### src/rtl/wb_spram_bridge.sv
// Wishbone B4 pipelined slave bridging to a single-port, byte-enabled,
// 1-cycle registered-read RAM. One RAM access per cycle, in-order responses.
// Optional feature macro: WB_SPRAM_ADDR_ERR_EN (out-of-window requests get
// wb_err instead of a RAM access; otherwise addresses alias).
module wb_spram_bridge #(
  parameter int          MEMSIZE   = 16384,
  parameter logic [31:0] BASE_ADDR = 32'h0000_0000,
  parameter int          OUTREG    = 0,
  localparam int         AWIDTH    = $clog2(MEMSIZE)
) (
  input  logic              clock,
  input  logic              reset,
  input  logic              wb_cyc,
  input  logic              wb_stb,
  input  logic              wb_we,
  input  logic [31:0]       wb_adr,
  input  logic [3:0]        wb_sel,
  input  logic [31:0]       wb_dat_i,
  output logic              wb_stall,
  output logic              wb_ack,
  output logic              wb_err,
  output logic [31:0]       wb_dat_o,
  output logic              ram_rden,
  output logic              ram_wren,
  output logic [AWIDTH-1:0] ram_address,
  output logic [3:0]        ram_byteena,
  output logic [31:0]       ram_data,
  input  logic [31:0]       ram_q
);

  typedef enum logic {INIT, RUN} state_t;

  state_t      state_q, state_nxt;
  logic        accept;
  logic [31:0] offset;
  logic        req_err;

  logic        vld_p0, rd_p0, err_p0;
  logic        vld_out, err_out;
  logic [31:0] dat_out;

  // Control state register: one idle cycle after reset before accepting.
  always_ff @(posedge clock or posedge reset) begin
    if (reset) state_q <= INIT;
    else       state_q <= state_nxt;
  end

  // Next state and stall; stall is forced while reset is held.
  always_comb begin
    state_nxt = state_q;
    wb_stall  = 1'b1;
    case (state_q)
      INIT:    state_nxt = RUN;
      RUN:     wb_stall  = 1'b0;
      default: state_nxt = INIT;
    endcase
    if (reset) wb_stall = 1'b1;
  end

  assign accept = wb_cyc & wb_stb & ~wb_stall;
  assign offset = wb_adr - BASE_ADDR;

`ifdef WB_SPRAM_ADDR_ERR_EN
  // Widened compare so a window reaching the top of the address space still works.
  assign req_err = ({1'b0, offset} >= 33'(4 * MEMSIZE));
`else
  logic unused_offset_bits;
  assign req_err            = 1'b0;
  assign unused_offset_bits = ^{offset[31:AWIDTH+2], offset[1:0]};
`endif

  // RAM sees the request combinationally in the accept cycle.
  assign ram_address = offset[AWIDTH+1:2];
  assign ram_rden    = accept & ~wb_we & ~req_err;
  assign ram_wren    = accept & wb_we & (|wb_sel) & ~req_err;
  assign ram_byteena = wb_sel;
  assign ram_data    = wb_dat_i;

  // Stage p0: request accepted last cycle; RAM read data is on ram_q now.
  always_ff @(posedge clock or posedge reset) begin
    if (reset) begin
      vld_p0 <= 1'b0;
      rd_p0  <= 1'b0;
      err_p0 <= 1'b0;
    end else begin
      vld_p0 <= accept;
      rd_p0  <= accept & ~wb_we & ~req_err;
      err_p0 <= accept & req_err;
    end
  end

  generate
    if (OUTREG != 0) begin : g_outreg
      logic        vld_p1, err_p1;
      logic [31:0] dat_p1;

      // Stage p1 control: dropping wb_cyc kills the in-flight response.
      always_ff @(posedge clock or posedge reset) begin
        if (reset) begin
          vld_p1 <= 1'b0;
          err_p1 <= 1'b0;
        end else begin
          vld_p1 <= vld_p0 & wb_cyc;
          err_p1 <= err_p0;
        end
      end

      // Stage p1 data: registered copy of RAM output, zero for non-reads.
      always_ff @(posedge clock) begin
        dat_p1 <= rd_p0 ? ram_q : 32'h0;
      end

      assign vld_out = vld_p1;
      assign err_out = err_p1;
      assign dat_out = dat_p1;
    end else begin : g_direct
      assign vld_out = vld_p0;
      assign err_out = err_p0;
      assign dat_out = rd_p0 ? ram_q : 32'h0;
    end
  endgenerate

  // Responses are suppressed in the cycle wb_cyc drops (abort).
  assign wb_ack   = vld_out & ~err_out & wb_cyc;
`ifdef WB_SPRAM_ADDR_ERR_EN
  assign wb_err   = vld_out & err_out & wb_cyc;
`else
  assign wb_err   = 1'b0;
`endif
  assign wb_dat_o = wb_ack ? dat_out : 32'h0;

endmodule

### config.mk
export PLATFORM = sky130hd
export DESIGN_NAME = wb_spram_bridge
export DESIGN_NICKNAME = d
export VERILOG_FILES = /design/src/rtl/wb_spram_bridge.sv
export SDC_FILE = /design/constraint.sdc
export NUM_CORES = 1
export LEC_CHECK = 0
export CORE_AREA = 2 2 75 77
export CTS_BUF_LIST = sky130_fd_sc_hd__clkbuf_16
export DETAILED_ROUTE_END_ITERATION = 10
export DIE_AREA = 0 0 77 79
export PLACE_DENSITY_LB_ADDON = 0.15
export SYNTH_ARGS = -nofsm -noshare
export SYNTH_HDL_FRONTEND = slang
export SYNTH_SLANG_ARGS = --single-unit
### constraint.sdc
create_clock -name clock -period 1.3 [get_ports clock]
set_clock_uncertainty 0.2 [all_clocks]
set_input_delay 0.13 -clock clock [delete_from_list [all_inputs] [get_ports clock]]
set_output_delay 0.13 -clock clock [all_outputs]
set_load 0.01 [all_outputs]
-- Yosys cells after proc, flatten, opt, wreduce, memory -nomap -nowiden
Index checks and enable logic that the tools add are counted.
- register bits: 3
- input port bits: 105
- output and inout port bits: 87
- logic and storage cells: 16
- mux-type cells: 4
- bitwise operators: 8
- reductions and logical operators: 1
- operators with widths (operator ; count):
    two-way mux 32 bit ; 2
    AND 1 bit ; 6
    OR reduction 4 bit ; 1
    two-way mux 1 bit ; 2
    NOT 1 bit ; 2

-- Logic depth before layout (Yosys ltp)
Gate-level depths: netlist (run 1).
- word-level depth: 6
- mapped depth: 3
- mapped depth without buffers: 2

-- Least setup slack after synthesis (run 1)
Ideal clock, no wire load.
- path kind: flip-flop to output port
- from: register vld_p0, in the netlist vld_out
- to: output wb_dat_o[10]
- data arrival time: 896 ps
- setup slack: 74 ps
- cell stages (with the launch flop): 4
- buffers on the path: 1
- cell sequence: dfrtp_1 > and3_1 > clkbuf_1 > and2_1
- cells in the longest elaborated chain, start to end: 2
- RTL lines (item ; line ; source):
    start, declared ; 38 ; logic vld_p0, rd_p0, err_p0;
    start signal, assigned ; 86 ; vld_p0 <= accept;
    AND 1 bit ; 124 ; assign wb_ack = vld_out & ~err_out & wb_cyc;
    two-way mux 32 bit ; 130 ; assign wb_dat_o = wb_ack ? dat_out : 32'h0;
    end, declared ; 22 ; output logic [31:0] wb_dat_o,
Every way passes these cells.

-- Final worst setup path (run 1)
- from: register vld_p0, in the netlist vld_out
- to: output wb_dat_o[27]
Same word-level chain as after synthesis.

==> results.sh, run 1 <==
export IMPL_start_kind="flip-flop"
export IMPL_grt_max_degree=13
export IMPL_violations="negative setup slack"
export IMPL_met1_usage=0.0855
export IMPL_syn_to_final_growth_pct=95.2
export IMPL_synth_top_area_cell="buf_4"
export IMPL_hpwlAfterDp_um=2490
export IMPL_power_density_mw_per_mm2=523
export IMPL_hold_class="in -> out"
export IMPL_yosys_warnings=0
export IMPL_cts_htree_levels=1
export IMPL_wl_per_cell_um=14.1
export IMPL_critPathBufInv=2
export IMPL_yosysSeqAreaShare=0.103
export IMPL_cp_slowest_cell="dfrtp_1"
export IMPL_antennaDiodeCount=0
export IMPL_drt_iter0_drc=3
export IMPL_numPortBuffers=80
export IMPL_final_setup_viol_count=35
export IMPL_grt_overflow_total=0
export IMPL_die_w_um=77
export IMPL_clk_latency_ns=0.22
export IMPL_place_ws_ns=-0.740
export IMPL_cts_sinks=3
export IMPL_drt_wl_total_um=3000
export IMPL_drive_gt1_frac=0.482
export IMPL_post_route_util=0.266
export IMPL_maxCapViolations=0
export IMPL_rows=27
export IMPL_groute_layer_met2_usage=0.150
export IMPL_post_route_min_period_ns=1.53
export IMPL_path_clk_slew_ns=0.03
export IMPL_timing_fmax_ghz=0.652
export IMPL_top_level_ports=192
export IMPL_reg2reg_slack_ns=0.04
export IMPL_syn_area_um2=727
export IMPL_antenna_found_initial=0
export IMPL_place_congestion=0.615
export IMPL_use_met3=0.0455
export IMPL_core_mm2=0.00534
export IMPL_ys_ff_latch=3
export IMPL_tritoncts="built"
export IMPL_crit_required_ns=0.97
export IMPL_ir_worst_vdd_v=0.000512
export IMPL_initial_core_util=0.136
export IMPL_slowest_delay_ns=0.37
export IMPL_drt_antenna_violating_nets=0
export IMPL_slew_viol_final=0
export IMPL_holdWs_ns=0.0600
export IMPL_setup_slack_ns=-0.233
export IMPL_die_h_um=79
export IMPL_power_leakage_nw=0.708
export IMPL_route_detailed_drc=0
export IMPL_via_per_inst=3.37
export IMPL_postPlaceCellArea_mm2=0.00128
export IMPL_cts_root_buffer="clkbuf_16"
export IMPL_synthTopCellsByArea="buf_4 (53%), and2_1 (28%), dfrtp_1 (10%), and3_1 (1.7%), clkbuf_1 (1.5%)"
export IMPL_crit_path_end_kind="output pin"
export IMPL_fin_area_mm2=0.00142
export IMPL_via_count=717
export IMPL_r2r_cells=4
export IMPL_grt_setup_unrepaired="yes"
export IMPL_num_nets_final=247
export IMPL_cts_buffers=3
export IMPL_hold_path_depth=0
export IMPL_min_period_over_period=1.18
export IMPL_worstPathCellList="and3_4 -> buf_16 -> and2_4 -> buf_2"
export IMPL_syn_avg_cell_area_um2=7.34
export IMPL_status="finished with violations"
export IMPL_synth_cell_types=11
export IMPL_synth_net_count=204
export IMPL_grt_first_pass_wirelength_um=4140
export IMPL_dr_pass1_iters=2
export IMPL_crit_fanout=12
export IMPL_synth_top_area_share=0.527
export IMPL_grt_busiest_layer="met2"
export IMPL_track_usage=0.0886
export IMPL_grt_pass1_vias=721
export IMPL_crit_family="flip-flops"
export IMPL_arrival_ns=1.20
export IMPL_postSynthCellCount=99
export IMPL_die_area_mm2=0.00608
export IMPL_finalHoldViolCount=0
export IMPL_clockBufferDepth=2
export IMPL_fillerInstances=608
export IMPL_crit_cells=4
export IMPL_critPathKind="reg -> out"
## cell usage after synthesis, drive strengths merged
library cell / count
and3: 2
dfrtp: 3
nand2: 1
buf: 51
clkbuf: 3
conb: 2
or4: 1
and2: 33
nor2b: 1
inv: 1
and4b: 1
## state kept, by name (all words and copies together) (netlist names)
register,count
rd_p0,1
state_q,1
vld_out,1
## per-stage QoR
stage	total power, W	cells	TNS, ns
4_1_cts	0.000748	212	-8.16
3_3_place_gp	0.000267	203	-25.44
3_5_place_dp	0.000265	203	-25.87
2_1_floorplan	0.000270	99	0
6_report	0.000742	213	-7.38
5_1_grt	0.000770	213	-8.92
## layout by cell type, fill, tap and decap left out
cell             Yosys  layout
buf_16               0       1
buf_4               51       8
buf_2                0      17
dlygate4sd3_1        0       1
nand2_1              1       1
clkbuf_16            0       3
or4_1                1       1
and3_4               0       2
nor2b_4              0       1
dfrtp_1              3       3
buf_12               0       1
dlymetal6s2s_1       0       1
and4b_1              1       1
dlygate4sd2_1        0       8
clkdlybuf4s15_1      0       2
and2_4               0      16
and2_1              33      17
inv_1                1       2
conb_1               2       2
buf_6                0      19
clkdlybuf4s50_1      0      34
## final cells by class
cell class                      instances  area (um2)  share of cell area
Multi-Input combinational cell         41         312               0.220
Sequential cell                         3        75.1              0.0529
Tap cell                               72        90.1              0.0635
Inverter                                1        3.75             0.00265
Timing Repair Buffer                   92         860               0.606
Clock buffer                            3        75.1              0.0529
Clock inverter                          1        3.75             0.00265
## worst reg2reg max path: stages, from the launching register on
cell and delay (ns):
dfrtp_1 0.37, and4b_1 0.21, buf_4 0.14, nor2b_4 0.12, buf_4 0.12
## final timing paths
check                      startpoint        endpoint
hold / removal              wb_adr[7]  ram_address[5]
min in group asynchronous       reset         vld_out
setup reg to reg              state_q           rd_p0
max in group asynchronous       reset         state_q
setup / recovery              vld_out    wb_dat_o[27]
hold reg to reg               state_q         vld_out
## logic make-up (layout without fill, tap and decap cells)
group / count (synthesis) / count (layout) / share of synthesized area
buffers and inverters: 55 / 97 / 0.547
DFF: 3 / 3 / 0.103
other: 2 / 2 / 0.0103
and+or+nand+nor: 39 / 39 / 0.339
## per-layer routing
metal  vias to the layer above  wire length, um
li1                        328                -
met1                       311              906
met2                        62             1550
met3                        16              401
met4                         0              148
met5                         -                0
## where the power goes
part	total, W	leakage, nW	internal [W]	switching, W
clock network	0.000478	0.0423	0.000396	0.0000818
logic	0.000165	0.627	0.000127	0.0000382
registers	0.0000984	0.0392	0.0000970	0.00000144
## repair_timing
action / 4_1_cts / 5_1_grt
hold buffers: 1 / 0
resized for setup: 178 / 15
gates cloned: 1 / 0
buffers inserted: 3 / 1
pin swaps: 9 / 2
setup endpoints to repair: 40 / 37
endpoints found under the hold margin: 3 / 0
Power figures use the tool's default switching activity.
==> run 2, diff against run 1 <==
--- a/config.mk
+++ b/config.mk
@@ -10,6 +10,7 @@
 export DETAILED_ROUTE_END_ITERATION = 10
 export DIE_AREA = 0 0 77 79
 export PLACE_DENSITY_LB_ADDON = 0.15
+export RECOVER_POWER = 50
 export SYNTH_ARGS = -nofsm -noshare
 export SYNTH_HDL_FRONTEND = slang
 export SYNTH_SLANG_ARGS = --single-unit
==> results of run 2 <==
Final layout, timing and power as in run 1 (identical DEF).
